File: src/rtl/entry_interface_arbiter_if.sv
// Entry-interface bundle: per-interface request/code in,
// one-hot grant, grant index and timeout pulse out.
interface entry_interface_arbiter_if #(
  parameter int NCH   = 4,
  parameter int CODEW = 3
);
  localparam int IDW = $clog2(NCH);

  logic [NCH-1:0]       req;
  logic [NCH*CODEW-1:0] code;
  logic [NCH-1:0]       gnt;
  logic                 gnt_valid;
  logic [IDW-1:0]       gnt_id;
  logic                 timeout;

  modport master (
    output req, code,
    input  gnt, gnt_valid, gnt_id, timeout
  );

  modport slave (
    input  req, code,
    output gnt, gnt_valid, gnt_id, timeout
  );
endinterface

File: src/rtl/entry_interface_arbiter.sv
// Highest-code arbiter over NCH entry interfaces with round-robin
// tie-break, bounded hold time and per-interface timeout blocking.
module entry_interface_arbiter #(
  parameter int NCH     = 4,
  parameter int CODEW   = 3,
  parameter int TIMEOUT = 15
) (
  input logic i_clk,
  input logic i_rst,
  entry_interface_arbiter_if.slave bus
);
  localparam int IDW  = $clog2(NCH);
  localparam int CNTW = $clog2(TIMEOUT + 1);

  typedef enum logic [1:0] {
    S_IDLE,
    S_GRANT,
    S_GAP
  } state_t;

  state_t          r_state, w_state_nx;
  logic [NCH-1:0]  r_gnt, w_gnt_nx;
  logic            r_gnt_valid, w_gnt_valid_nx;
  logic [IDW-1:0]  r_gnt_id, w_gnt_id_nx;
  logic [IDW-1:0]  r_last, w_last_nx;
  logic [NCH-1:0]  r_blocked, w_blocked_nx;
  logic [CNTW-1:0] r_cnt, w_cnt_nx;
  logic            r_timeout, w_timeout_nx;

  logic [CODEW-1:0] w_code [NCH];
  logic [NCH-1:0]   w_elig;
  logic             w_found;
  logic [IDW-1:0]   w_win;
  logic [IDW-1:0]   w_idx;
  logic [CODEW-1:0] w_best;

  for (genvar g = 0; g < NCH; g++) begin : g_code
    assign w_code[g] = bus.code[g*CODEW +: CODEW];
  end

  assign w_elig = bus.req & ~r_blocked;

  // Scan in round-robin order; strict > keeps the earliest of equal codes.
  always_comb begin
    w_found = 1'b0;
    w_win   = '0;
    w_best  = '0;
    w_idx   = '0;
    for (int off = 1; off <= NCH; off++) begin
      w_idx = IDW'((int'(r_last) + off) % NCH);
      if (w_elig[w_idx] &&
          (!w_found || w_code[w_idx] > w_best)) begin
        w_found = 1'b1;
        w_win   = w_idx;
        w_best  = w_code[w_idx];
      end
    end
  end

  always_comb begin
    w_state_nx   = r_state;
    w_gnt_nx     = r_gnt;
    w_gnt_id_nx  = r_gnt_id;
    w_last_nx    = r_last;
    w_cnt_nx     = r_cnt;
    w_timeout_nx = 1'b0;
    w_blocked_nx = r_blocked & bus.req;
    unique case (r_state)
      S_IDLE: begin
        if (w_found) begin
          w_gnt_nx    = NCH'(1) << w_win;
          w_gnt_id_nx = w_win;
          w_last_nx   = w_win;
          w_cnt_nx    = CNTW'(1);
          w_state_nx  = S_GRANT;
        end
      end
      S_GRANT: begin
        if (!bus.req[r_gnt_id]) begin
          w_gnt_nx   = '0;
          w_state_nx = S_GAP;
        end else if (r_cnt == CNTW'(TIMEOUT)) begin
          w_gnt_nx               = '0;
          w_blocked_nx[r_gnt_id] = 1'b1;
          w_timeout_nx           = 1'b1;
          w_state_nx             = S_GAP;
        end else begin
          w_cnt_nx = r_cnt + CNTW'(1);
        end
      end
      S_GAP: begin
        w_state_nx = S_IDLE;
      end
      default: begin
        w_state_nx = S_IDLE;
      end
    endcase
    w_gnt_valid_nx = |w_gnt_nx;
  end

  always_ff @(posedge i_clk) begin
    if (i_rst) begin
      r_state     <= S_IDLE;
      r_gnt       <= '0;
      r_gnt_valid <= 1'b0;
      r_gnt_id    <= '0;
      r_last      <= IDW'(NCH - 1);
      r_blocked   <= '0;
      r_cnt       <= '0;
      r_timeout   <= 1'b0;
    end else begin
      r_state     <= w_state_nx;
      r_gnt       <= w_gnt_nx;
      r_gnt_valid <= w_gnt_valid_nx;
      r_gnt_id    <= w_gnt_id_nx;
      r_last      <= w_last_nx;
      r_blocked   <= w_blocked_nx;
      r_cnt       <= w_cnt_nx;
      r_timeout   <= w_timeout_nx;
    end
  end

  assign bus.gnt       = r_gnt;
  assign bus.gnt_valid = r_gnt_valid;
  assign bus.gnt_id    = r_gnt_id;
  assign bus.timeout   = r_timeout;
endmodule

File: src/flat_wrapper.sv
// flat-port wrapper written by rule: the top's interface ports become plain ports
module entry_interface_arbiter_flat 
#(
  parameter int NCH     = 4,
  parameter int CODEW   = 3,
  parameter int TIMEOUT = 15
)
  (i_clk, i_rst, bus_req, bus_code, bus_gnt, bus_gnt_valid, bus_gnt_id, bus_timeout);
  entry_interface_arbiter_if #(.NCH(NCH), .CODEW(CODEW)) bus_i ();
  input logic i_clk;
  input logic i_rst;
  input wire logic [$bits(bus_i.req)-1:0] bus_req;
  input wire logic [$bits(bus_i.code)-1:0] bus_code;
  output wire logic [$bits(bus_i.gnt)-1:0] bus_gnt;
  output wire logic [$bits(bus_i.gnt_valid)-1:0] bus_gnt_valid;
  output wire logic [$bits(bus_i.gnt_id)-1:0] bus_gnt_id;
  output wire logic [$bits(bus_i.timeout)-1:0] bus_timeout;
  assign bus_i.req = bus_req;
  assign bus_i.code = bus_code;
  assign bus_gnt = bus_i.gnt;
  assign bus_gnt_valid = bus_i.gnt_valid;
  assign bus_gnt_id = bus_i.gnt_id;
  assign bus_timeout = bus_i.timeout;
  entry_interface_arbiter #(.NCH(NCH), .CODEW(CODEW), .TIMEOUT(TIMEOUT)) u_core (.i_clk(i_clk), .i_rst(i_rst), .bus(bus_i));
endmodule
File: config.mk
export PLATFORM = sky130hd
export DESIGN_NAME = entry_interface_arbiter_flat
export DESIGN_NICKNAME = d
export VERILOG_FILES = /design/src/rtl/entry_interface_arbiter_if.sv /design/src/rtl/entry_interface_arbiter.sv /design/src/flat_wrapper.sv
export SDC_FILE = /design/constraint.sdc
export NUM_CORES = 1
export LEC_CHECK = 0
export ABC_CLOCK_PERIOD_IN_PS = 13500
export BUFFER_PORTS_ARGS = -buffer_cell sky130_fd_sc_hd__buf_2
export CAP_MARGIN = 5
export CORE_ASPECT_RATIO = 0.5
export CORE_UTILIZATION = 60
export CTS_CLUSTER_DIAMETER = 60
export DETAILED_ROUTE_END_ITERATION = 8
export PLACE_DENSITY = 0.82
export SYNTH_ARGS = -nofsm -noshare
export SYNTH_HDL_FRONTEND = slang
export SYNTH_SLANG_ARGS = --single-unit
export TNS_END_PERCENT = 50
File: constraint.sdc
create_clock -name i_clk -period 13.5 [get_ports i_clk]
set_input_delay 0.675 -clock i_clk [delete_from_list [all_inputs] [get_ports i_clk]]
set_output_delay 0.675 -clock i_clk [all_outputs]
set_load 0.005 [all_outputs]
Yosys cells after proc, flatten, opt, wreduce, memory -nomap -nowiden:

Index checks and enable logic that the tools add are counted.

* word-level logic and storage cells: 111
* output and inout port bits: 8
* bits of input ports: 18
* register bits after elaboration: 20

* magnitude comparators: 13
* bitwise logic cells: 10
* mux-type cells: 51
* equal/unequal tests: 6
* $add $sub $neg: 5
* reduce and logical (&&, ||, !) cells: 17
* shift-type cells: 1

Operators by type and width (count)
* $mux 4: 9
* $mux 3: 11
* $bmux 3 s2: 4
* $pmux 4 s2: 2
* $lt 2x3->1 const B: 5
* $mux 2: 7
* $ge 3x3->1 const B: 4
* $not 2->3: 4
* $mux 1: 11
* $bmux 1 s2: 5
* $gt 3x3->1: 3
* $and 4x4->4: 2
* $add 2x1->2 const B: 2
* $add 2x2->2 const B: 2
* $add 4x1->4 const B: 1
* $eq 4x4->1 const B: 1
* $logic_and 1x1->1: 4
* $ne 2x1->1 const B: 2
* $not 4->4: 1
* $or 4x4->4: 1
* $pmux 2 s2: 1
* $reduce_and 2->1: 2
* $reduce_and 4->1: 1
* $reduce_or 4->1: 1
* other kinds (12): 17

Logic depth before layout (Yosys ltp):

Gate-level depths: netlist of the first run.

* depth in word-level cells: 22
* depth in mapped cells: 29
* depth with buffers taken out: 27

Least setup slack after synthesis of the first run:

OpenSTA, ideal clock, no wires.

* path kind: reg-to-reg
* start: register u_core.r_last[0]
* end: register u_core.r_gnt[0] (netlist: u_core.bus.gnt[0])
* clock period less this slack: 5.210 ns
* setup time: 0.088 ns
* data required time: 13.412 ns
* arrival: 5.122 ns
* buffers on the path: 4
* stages on the path, launching flop included: 27
* slack: 8.290 ns
* path through: dfxtp_1 -> buf_6 -> buf_8 -> buf_2 -> buf_2 -> mux4_2 -> ha_1 -> nand3_1 -> o21ai_0 -> or2_2 -> a21o_1 -> mux2i_1 -> ha_1 -> nor2b_1 -> o21a_1 -> o21ai_1 -> a21oi_4 -> nor2_1 -> a21oi_1 -> ha_1 -> nor2b_1 -> o21a_1 -> o21ai_0 -> o311a_4 -> o21ai_1 -> o221a_1 -> a311oi_2

* longest elaborated chain between the ends: 21
* elaborated cells on any way between the ends: 54
* those cells by class: 4 x add/sub; 3 x order compare; 1 x shift; 33 x mux; 4 x bitwise; 9 x reduce/logical

RTL lines
* from (decl): line entry_interface_arbiter.sv:25 `logic [IDW-1:0] r_last, w_last_nx;`
* from (signal assigned): line entry_interface_arbiter.sv:107 `r_last <= IDW'(NCH - 1);`
* from (signal assigned): line entry_interface_arbiter.sv:116 `r_last <= w_last_nx;`
* $add 2x1->2: line entry_interface_arbiter.sv:50 `w_idx = IDW'((int'(r_last) + off) % NCH);`
* $not 2->3
* $bmux 3 s2
* $mux 3 (2 in series)
* $mux 3: line entry_interface_arbiter.sv:51 `if (w_elig[w_idx] &&`
* $gt 3x3->1: line entry_interface_arbiter.sv:52 `(!w_found || w_code[w_idx] > w_best)) begin`
* $logic_or 1x1->1: line entry_interface_arbiter.sv:52
* $logic_and 1x1->1: line entry_interface_arbiter.sv:51
* [4 not listed]
* $mux 3 or $mux 1 (tied branches): line entry_interface_arbiter.sv:51
* $gt 3x3->1 or $logic_not 1->1 (tied branches): line entry_interface_arbiter.sv:52
* $logic_or 1x1->1: line entry_interface_arbiter.sv:52
* $logic_and 1x1->1: line entry_interface_arbiter.sv:51
* $mux 2: line entry_interface_arbiter.sv:51
* $shl 1x2->4: line entry_interface_arbiter.sv:71 `w_gnt_nx = NCH'(1) << w_win;`
* $mux 4 *: line entry_interface_arbiter.sv:70 `if (w_found) begin`
* $pmux 4 s2 *: line entry_interface_arbiter.sv:68 `unique case (r_state)`
* to (signal assigned): line entry_interface_arbiter.sv:113 `r_gnt <= w_gnt_nx;`
* to (decl): line entry_interface_arbiter.sv:22 `logic [NCH-1:0] r_gnt, w_gnt_nx;`

Mark *: on every way between the ends. The rest lies on a longest branch, timed or not. The select of a mux whose other input is x is not followed.
A chain may end at the register's enable or synchronous reset.

Final worst setup path of the first run:

* start: register u_core.r_last[0]
* end: register u_core.r_gnt[2] (netlist: u_core.bus.gnt[2])

Same word-level chain as after synthesis.

==> results of run 1 <==
-- metrics by stage --
stage | setup slack [ps] | std cells
2_1_floorplan | 8290 | 218
3_3_place_gp | 7810 | 273
3_5_place_dp | 7660 | 273
4_1_cts | 7590 | 277
5_1_grt | 7090 | 277
6_report | 7570 | 277
-- cell families after synthesis --
family / share of synthesized area, %
mux: 10.8
simple gates: 28.9
xor+xnor: 0.908
buf+inv: 6.23
flops: 20.8
compound gates: 26.0
fa+ha+maj: 6.49
-- synthesized netlist by cell type (5+ instances only) --
cell type / instances / area share (%)
nand3_1: 7 / 1.8
nand2_1: 22 / 4.3
o21ai_0: 8 / 2.1
dfxtp_1: 20 / 21
inv_1: 8 / 1.6
a21oi_1: 9 / 2.3
nor2_1: 16 / 3.1
nand2b_1: 6 / 1.9
ha_1: 10 / 6.5
nor3_1: 7 / 1.8
mux2i_1: 5 / 2.6
nor2b_1: 8 / 2.6
mux4_2: 6 / 7.0
-- metal layers --
layer	up-vias	GRT usage (%)
li1	865	-
met1	807	35.9
met2	44	45.5
met3	6	5.43
met4	0	6.67
met5	-	0
-- critical path: stages (launching register included) --
cell     delay [ps]
dfxtp_1         700
buf_4           380
mux4_2          560
ha_1            320
nand3_1          80
o21ai_0          90
or2_2           300
a21o_1          260
mux2i_1         240
ha_1            280
nor2b_1         130
o21a_1          160
o21ai_1         290
a21oi_4         130
nor2_1          120
a21oi_1          50
ha_1            280
nor2b_1         140
o21a_1          160
o21ai_0         280
o311a_4         270
o21ai_1         110
o22ai_1         320
a41o_1          230
-- flip-flops by register name, indices dropped and copies added, names as in the netlist --
register / cells
u_core.bus.gnt_valid: 1
u_core.r_cnt: 4
u_core.bus.gnt: 4
u_core.r_last: 2
u_core.r_state: 2
u_core.r_blocked: 4
u_core.bus.gnt_id: 2
u_core.bus.timeout: 1
-- layout make-up --
type	count	share of cell area [%]
Multi-Input combinational cell	178	67.1
Sequential cell	20	19.1
Timing Repair Buffer	27	6.67
Tap cell	40	2.38
Clock buffer	3	1.97
Clock inverter	1	1.43
Inverter	8	1.43
-- report_power, final --
part	internal, mW	total (mW)	switching (mW)	leakage (nW)
sequential	0.0683	0.0793	0.0110	0.164
combinational	0.158	0.346	0.188	0.684
clock	0.0396	0.0600	0.0204	0.0357
-- worst min-delay path by stage --
| stage | end | slack [ps] | cells past startpoint | from |
|---|---|---|---|---|
| after global placement | u_core.r_cnt[1] | 460 | 2 | u_core.r_cnt[1] |
| final | u_core.r_cnt[1] | 480 | 2 | u_core.r_cnt[1] |
| after detailed placement | u_core.r_cnt[1] | 480 | 2 | u_core.r_cnt[1] |
| after global routing | u_core.r_cnt[1] | 520 | 2 | u_core.r_cnt[1] |
| after CTS | u_core.r_cnt[1] | 490 | 2 | u_core.r_cnt[1] |
| after floorplan | u_core.r_cnt[1] | 450 | 2 | u_core.r_cnt[1] |
==> results.sh, run 1 <==
export IMPL_status="completed"
export IMPL_cts_made_buffers=3
export IMPL_hold_viol_final=0
export IMPL_hp_class="reg2reg"
export IMPL_cts_path_max_buffers=2
export IMPL_route_met3_wl_um=187
export IMPL_multiInputGateArea_um2=1410
export IMPL_io_pins=26
export IMPL_cts_tree="built"
export IMPL_grt_max_degree=28
export IMPL_worst_setup_path_end_kind="register"
export IMPL_worstSkewPairLatency_ps=260
export IMPL_antenna_found_initial=0
export IMPL_vias=1722
export IMPL_final_common_cell="buf_2"
export IMPL_syn_inst=218
export IMPL_setup_viol=0
export IMPL_critical_path_class="reg2reg"
export IMPL_cap_viol_max_count=0
export IMPL_startpoint="u_core.r_last[0]"
export IMPL_reg2reg_depth=23
export IMPL_dr_wl_met2_um=1960
export IMPL_die_w_um=82.2
export IMPL_async_flop_share_pct=0
export IMPL_nNetsFinal=266
export IMPL_dpl_hpwl_um=3170
export IMPL_cts_root_buf="clkbuf_8"
export IMPL_r2r_end="u_core.bus.gnt[2]"
export IMPL_firstDrtPassIters=4
export IMPL_highest_layer="met4"
export IMPL_met1_length_um=1930
export IMPL_routed_wl_um=4110
export IMPL_num_rows=14
export IMPL_fp_dieArea_um2=3460
export IMPL_drc=0
export IMPL_ant_nets=0
export IMPL_regArea_um2=400
export IMPL_syn_num_nets=246
export IMPL_critPathMaxFanout=20
export IMPL_cts_setup_buffers=0
export IMPL_synth_distinct_cells=69
export IMPL_tns_ps=0
export IMPL_clk_pin_slew_ps=80
export IMPL_worstPathRequired_ps=13700
export IMPL_drt_initial_drc_count=58
export IMPL_rsz0062_at_grt="no"
export IMPL_drv_slew=0
export IMPL_core_region_area_um2=3030
export IMPL_fp_dieH_um=42.1
export IMPL_power_mw=0.486
export IMPL_p_leak_nw=0.883
export IMPL_cts_hold_buffers=0
export IMPL_htreeDepth=1
export IMPL_p_per_area_nw_per_um2=231
export IMPL_mostFrequentLayoutCells="25 x buf_2, 22 x nand2_1, 20 x dfxtp_1"
export IMPL_synth_flop_cell="dfxtp_1"
export IMPL_seq_area_frac_synth_pct=20.8
export IMPL_cts_resized=0
export IMPL_port_buffers=25
export IMPL_max_slew_margin_pct=59.3
export IMPL_fmax_mhz=169
export IMPL_r2r_start="u_core.r_last[0]"
export IMPL_grtUsageTotal_pct=27.2
export IMPL_critPathLaunchType="register"
export IMPL_cp_data_arrival_time_ps=6130
export IMPL_drive_above_1_share_pct=25.7
export IMPL_placed_cell_area_um2=2030
export IMPL_nFillCells=256
export IMPL_synth_edf_count=0
export IMPL_hold_slack_ps=485
export IMPL_initial_core_util_pct=63.7
export IMPL_grt_pass1_vias=1625
export IMPL_grt_pass1_wl_um=7270
export IMPL_ys_ff_latch=20
export IMPL_gp_congestion=0.875
export IMPL_area_growth_pct=8.88
export IMPL_yosys_warnings=0
export IMPL_cts_sinks=20
export IMPL_wl_per_cell_um=14.8
export IMPL_syn_cell_area_um2=1930
export IMPL_min_period_ps=5930
export IMPL_fin_util_pct=69.3
export IMPL_finalCritPeriodShare_pct=43.9
export IMPL_syn_avg_cell_area_um2=8.85
export IMPL_skew_ps=2.77
export IMPL_endpoint="u_core.bus.gnt[2]"
export IMPL_reg2reg_slack_ps=7570
export IMPL_final_cell_area_um2=2100
export IMPL_vias_per_cell=6.22
export IMPL_tightest_slew_ps=607
export IMPL_insertedDiodeCount=0
export IMPL_overflow=0
export IMPL_peakVddDrop_mv=0.123
(Power assumes the default switching activity.)
==> run 2, diff against run 1 <==
--- a/config.mk
+++ b/config.mk
@@ -5,14 +5,15 @@
 export SDC_FILE = /design/constraint.sdc
 export NUM_CORES = 1
 export LEC_CHECK = 0
-export ABC_CLOCK_PERIOD_IN_PS = 13500
+export ABC_AREA = 1
+export ABC_CLOCK_PERIOD_IN_PS = 5300
 export BUFFER_PORTS_ARGS = -buffer_cell sky130_fd_sc_hd__buf_2
 export CAP_MARGIN = 5
 export CORE_ASPECT_RATIO = 0.5
-export CORE_UTILIZATION = 60
+export CORE_UTILIZATION = 51
 export CTS_CLUSTER_DIAMETER = 60
 export DETAILED_ROUTE_END_ITERATION = 8
-export PLACE_DENSITY = 0.82
+export PLACE_DENSITY = 0.75
 export SYNTH_ARGS = -nofsm -noshare
 export SYNTH_HDL_FRONTEND = slang
 export SYNTH_SLANG_ARGS = --single-unit
==> constraint.sdc (replaced) <==
create_clock -name i_clk -period 5.3 [get_ports i_clk]
set_input_delay 0.265 -clock i_clk [delete_from_list [all_inputs] [get_ports i_clk]]
set_output_delay 0.265 -clock i_clk [all_outputs]
set_load 0.005 [all_outputs]
==> run 2 against run 1 <==
  * Flip-flop and latch count did not move
  * Final cell count is 23% higher
  * Critical path depth up 15
  * Area after synthesis down 12%
  * Worst hold slack got worse by 190 ps
  * Core utilization fell by 7.4 points
  * Sequential share of layout area rose by 2.0 points
  * Maximum frequency increased by 27%
  * Clock-buffer cell count increased by 1
  * Setup slack got worse by 6900 ps
  * Design area is 9.1% lower
  * Die area grew 3.1%
  * Critical path type unchanged
  * Largest cell class unchanged
==> results.sh, run 2 <==
export IMPL_drv_slew=0
export IMPL_synth_common_cells="76 x nand2_1, 37 x inv_1, 32 x o21ai_0"
export IMPL_cap_viol_max_count=0
export IMPL_routed_wl_um=3720
export IMPL_cts_root_buf="clkbuf_8"
export IMPL_area_growth_pct=12.8
export IMPL_drc=0
export IMPL_status="completed"
export IMPL_drt_initial_drc_count=44
export IMPL_worstPathRequired_ps=5440
export IMPL_cts_setup_buffers=0
export IMPL_seq_area_frac_synth_pct=23.7
export IMPL_firstDrtPassIters=4
export IMPL_nNetsFinal=329
export IMPL_critPathLaunchType="register"
export IMPL_insertedDiodeCount=0
export IMPL_rsz0062_at_grt="no"
export IMPL_max_slew_margin_pct=64.9
export IMPL_fp_dieArea_um2=3570
export IMPL_async_flop_share_pct=0
export IMPL_fp_dieH_um=42.7
export IMPL_hold_viol_final=0
export IMPL_io_pins=26
export IMPL_setup_viol=0
export IMPL_die_w_um=83.5
export IMPL_grt_pass1_wl_um=6580
export IMPL_final_common_cell="nand2_1"
export IMPL_synth_flop_cell="dfxtp_1"
export IMPL_cts_sinks=20
export IMPL_critical_path_class="reg2reg"
export IMPL_grt_pass1_vias=1579
export IMPL_min_period_ps=4680
export IMPL_num_rows=14
export IMPL_max_stage_delay_ps=410
export IMPL_htreeDepth=1
export IMPL_yosys_area_top_type="dfxtp_1"
export IMPL_cp_data_arrival_time_ps=4810
export IMPL_syn_num_nets=303
export IMPL_cts_tree="built"
export IMPL_grt_max_degree=21
export IMPL_initial_core_util_pct=54.9
export IMPL_crit_slowest_cell="dfxtp_2"
export IMPL_tightest_slew_ps=523
export IMPL_antenna_found_initial=0
export IMPL_skew_ps=2.38
export IMPL_worstSkewPairLatency_ps=250
export IMPL_crit_top_cell="nand2_1"
export IMPL_gp_congestion=0.837
export IMPL_syn_inst=275
export IMPL_hp_class="in2reg"
export IMPL_synth_edf_count=0
export IMPL_synth_top_area_share_pct=23.7
export IMPL_port_buffers=25
export IMPL_grtUsageTotal_pct=22.3
export IMPL_dpl_hpwl_um=3060
export IMPL_vias=1769
export IMPL_ant_nets=0
export IMPL_synth_area_top_cells="dfxtp_1 24%, nand2_1 17%, o21ai_0 9.5%, inv_1 8.2%, ha_1 7.4%"
export IMPL_synth_most_common_cell="nand2_1"
export IMPL_ys_ff_latch=20
export IMPL_cts_made_buffers=3
export IMPL_cts_path_max_buffers=2
export IMPL_overflow=0
export IMPL_core_region_area_um2=3080
export IMPL_yosys_warnings=0
export IMPL_vias_per_cell=5.20
export IMPL_fmax_mhz=214
export IMPL_worst_setup_path_end_kind="register"
export IMPL_finalCritPeriodShare_pct=88.2
export IMPL_wl_per_cell_um=10.9
export IMPL_syn_cell_area_um2=1690
export IMPL_critPathMaxFanout=20
export IMPL_tns_ps=0
export IMPL_clk_pin_slew_ps=70
export IMPL_mostFrequentLayoutCells="75 x nand2_1, 37 x inv_1, 32 x o21ai_0"
export IMPL_synth_distinct_cells=30
export IMPL_drive_above_1_share_pct=18.7
export IMPL_syn_avg_cell_area_um2=6.16
-- run 2: final timing paths --
kind                                           from              endpoint  slack (ps)  cells past startpoint
worst min-delay path                          i_rst   u_core.r_blocked[3]         290                      2
worst max register to register     u_core.r_last[0]  u_core.bus.gnt_valid         620                     38
worst max-delay path               u_core.r_last[0]  u_core.bus.gnt_valid         620                     38
worst min register to register  u_core.r_blocked[3]   u_core.r_blocked[3]         460                      2
-- run 2: per-stage QoR --
stage	instance area (um^2)	setup slack (ps)	cells	util [%]	hold slack, ps
3_5_place_dp	1850	452	336	59.9	449
4_1_cts	1900	436	340	61.6	286
6_report	1910	623	340	61.9	294
5_1_grt	1910	12.7	340	61.9	313
2_1_floorplan	1690	1120	275	-	405
3_3_place_gp	1850	638	336	59.9	445
-- run 2: timing repair --
| action | 4_1_cts | 5_1_grt |
|---|---|---|
| hold buffers | 0 | 0 |
| endpoints found under the setup margin | 0 | 8 |
| gates resized for setup | 0 | 4 |
| hold endpoints to repair | 0 | 0 |
-- run 2: final cells by class --
cell class              instances  area [um^2]
multi-input cells             205         1080
flip-flops and latches         20          403
fillers                       330         1170
well taps                      40         50.0
repair buffers                 28          151
clock buffers                   4         55.1
inverters                      43          166
-- run 2: layer usage --
layer  track usage (%)  routed length, um
met1              27.8               1840
met2              42.8               1740
met3              1.75                113
met4              5.08                 29
met5                 0                  0
-- run 2: logic make-up (layout without fill, tap and decap cells) --
family	Yosys count	count (layout)	share of synthesized area (%)
and+or+nand+nor	140	140	38.7
muxes	2	2	1.18
buffers and inverters	50	75	12.5
DFF	20	20	23.7
adders and majority gates	10	10	7.39
AOI/OAI and AO/OA	53	53	16.6
-- run 2: worst max-delay path, delay by kind of cell, from the launching register on --
| family | cells | cell delay (ps) |
|---|---|---|
| AOI/OAI and AO/OA | 6 | 790 |
| DFF | 1 | 410 |
| adders and majority gates | 3 | 950 |
| and+or+nand+nor | 25 | 2000 |
| buffers and inverters | 4 | 380 |
Power of run 2 is left out: the tool's default activity adds up to more than one toggle a clock period on the data nets, which glitch-free logic cannot reach.
==> run 3, diff against run 2 <==
--- a/config.mk
+++ b/config.mk
@@ -5,12 +5,11 @@
 export SDC_FILE = /design/constraint.sdc
 export NUM_CORES = 1
 export LEC_CHECK = 0
-export ABC_AREA = 1
 export ABC_CLOCK_PERIOD_IN_PS = 5300
 export BUFFER_PORTS_ARGS = -buffer_cell sky130_fd_sc_hd__buf_2
 export CAP_MARGIN = 5
 export CORE_ASPECT_RATIO = 0.5
-export CORE_UTILIZATION = 51
+export CORE_UTILIZATION = 52
 export CTS_CLUSTER_DIAMETER = 60
 export DETAILED_ROUTE_END_ITERATION = 8
 export PLACE_DENSITY = 0.75
==> run 3 against run 2 <==
  * Die area increased by 11%
  * Sequential share of layout area decreased by 3.3 points
  * Worst hold slack worse by 4.8 ps
  * Global-route usage is 0.86 points higher
  * Maximum frequency decreased by 7.5%
  * Core utilization rose by 3.4 points
  * First-iteration DRC count up 4.5%
  * Critical path depth down 12
  * Clock skew is 1.0 ps lower
  * Design area rose by 19%
==> results.sh, run 3 (synthesized netlist as in run 1, its figures left out) <==
export IMPL_hp_class="in2reg"
export IMPL_worstSkewPairLatency_ps=250
export IMPL_io_pins=26
export IMPL_grtUsageTotal_pct=23.2
export IMPL_critPathMaxFanout=6
export IMPL_cp_data_arrival_time_ps=5220
export IMPL_final_common_cell="buf_2"
export IMPL_hold_slack_ps=289
export IMPL_worst_setup_path_end_kind="register"
export IMPL_dpl_cell_count=297
export IMPL_mostFrequentLayoutCells="25 x buf_2, 21 x nand2_1, 17 x dfxtp_1"
export IMPL_clk_pin_slew_ps=70
export IMPL_hold_viol_final=0
export IMPL_fp_dieArea_um2=3970
export IMPL_critPathLaunchType="register"
export IMPL_cap_viol_max_count=0
export IMPL_drc=0
export IMPL_grt_max_degree=19
export IMPL_cts_tree="built"
export IMPL_rsz0062_at_grt="no"
export IMPL_max_stage_delay_ps=390
export IMPL_peakVddDrop_mv=0.212
export IMPL_routed_wl_um=4570
export IMPL_nFillCells=302
export IMPL_grt_pass1_wl_um=7030
export IMPL_min_period_ps=5060
export IMPL_area_growth_pct=18.2
export IMPL_tightest_slew_ps=597
export IMPL_grt_pass1_vias=1620
export IMPL_cts_root_buf="clkbuf_8"
export IMPL_antenna_found_initial=0
export IMPL_wl_per_cell_um=15.1
export IMPL_nNetsFinal=281
export IMPL_insertedDiodeCount=0
export IMPL_vias_per_cell=6.01
export IMPL_cts_hold_buffers=0
export IMPL_overflow=0
export IMPL_max_slew_margin_pct=60.0
export IMPL_fp_dieH_um=45.1
export IMPL_finalCritPeriodShare_pct=95.4
export IMPL_firstDrtPassIters=4
export IMPL_die_w_um=88.1
export IMPL_crit_slowest_cell="dfxtp_4"
export IMPL_initial_core_util_pct=55.3
export IMPL_skew_ps=1.36
export IMPL_p_per_area_nw_per_um2=596
export IMPL_ant_nets=0
export IMPL_num_rows=15
export IMPL_drive_above_1_share_pct=35.3
export IMPL_core_region_area_um2=3490
export IMPL_instances_no_fill=303
export IMPL_vias=1820
export IMPL_gp_congestion=0.821
export IMPL_status="completed"
export IMPL_fmax_mhz=198
export IMPL_critical_path_class="reg2reg"
export IMPL_cts_sinks=20
export IMPL_cts_path_max_buffers=2
export IMPL_port_buffers=25
export IMPL_dpl_hpwl_um=3570
export IMPL_setup_viol=0
export IMPL_htreeDepth=1
export IMPL_drv_slew=0
export IMPL_p_leak_nw=0.954
export IMPL_worstPathRequired_ps=5470
export IMPL_drt_initial_drc_count=46
export IMPL_cts_made_buffers=3
run 3: cell count changes in the layout (fill, tap and decap cells not counted), sizes merged, moves of 8 or more:
| cell | previous run | this run |
|---|---|---|
| o21ai | 33 | 10 |
| nand2 | 84 | 23 |
| nor2b | 0 | 8 |
| nand3 | 29 | 8 |
| buf | 28 | 42 |
| inv | 42 | 8 |
run 3: stage by stage:
stage                     setup TNS, ps  utilization (%)  total power [mW]  instance area, um^2  worst slack, ps
after floorplan                       0                -             0.938                 1930             90.2
after global placement             -111             61.3              1.09                 2140            -63.3
after detailed placement          -1100             61.3              1.12                 2140             -213
after CTS                             0             63.1              1.26                 2200             22.3
after global routing                  0             65.3              1.48                 2280             13.8
final                                 0             65.3              1.36                 2280              243
run 3: layer usage:
layer	up-vias	global-route usage, %	routed length [um]
met1	873	28.3	2030
met2	39	44.3	2280
met5	-	0	0
li1	898	-	-
met4	0	4.19	72
met3	10	4.02	188
run 3: layout make-up:
class                   instances  area [um^2]  share of cell area (%)
repair buffers                 42          272                    11.9
flip-flops and latches         20          407                    17.8
inverters                       8         30.0                    1.32
multi-input cells             178         1450                    63.7
well taps                      51         63.8                    2.80
clock buffers                   4         55.1                    2.41
run 3: worst paths after layout:
check	start	end	slack, ps	cells after the start
max	u_core.r_last[1]	u_core.bus.gnt[0]	240	26
min	bus_req[3]	u_core.r_blocked[3]	290	3
max reg2reg	u_core.r_last[1]	u_core.bus.gnt[0]	240	26
min reg2reg	u_core.r_cnt[1]	u_core.r_cnt[1]	490	2
run 3: timing repair:
item / 4_1_cts / 5_1_grt
pin swaps: 0 / 7
resized for setup: 4 / 18
endpoints found under the setup margin: 8 / 8
buffers inserted: 0 / 2
run 3: worst max-delay path: cells and delay by family (launching register included):
family	cells	cell delay, ps
AOI/OAI and AO/OA	14	2280
and+or+nand+nor	7	1160
adders and majority gates	3	880
DFF	1	390
muxes	1	220
buffers and inverters	1	50
run 3: power by group:
part / leakage (nW) / internal [mW] / switching, mW
Combinational: 0.761 / 0.502 / 0.544
Sequential: 0.164 / 0.177 / 0.0248
Clock: 0.0288 / 0.0660 / 0.0469
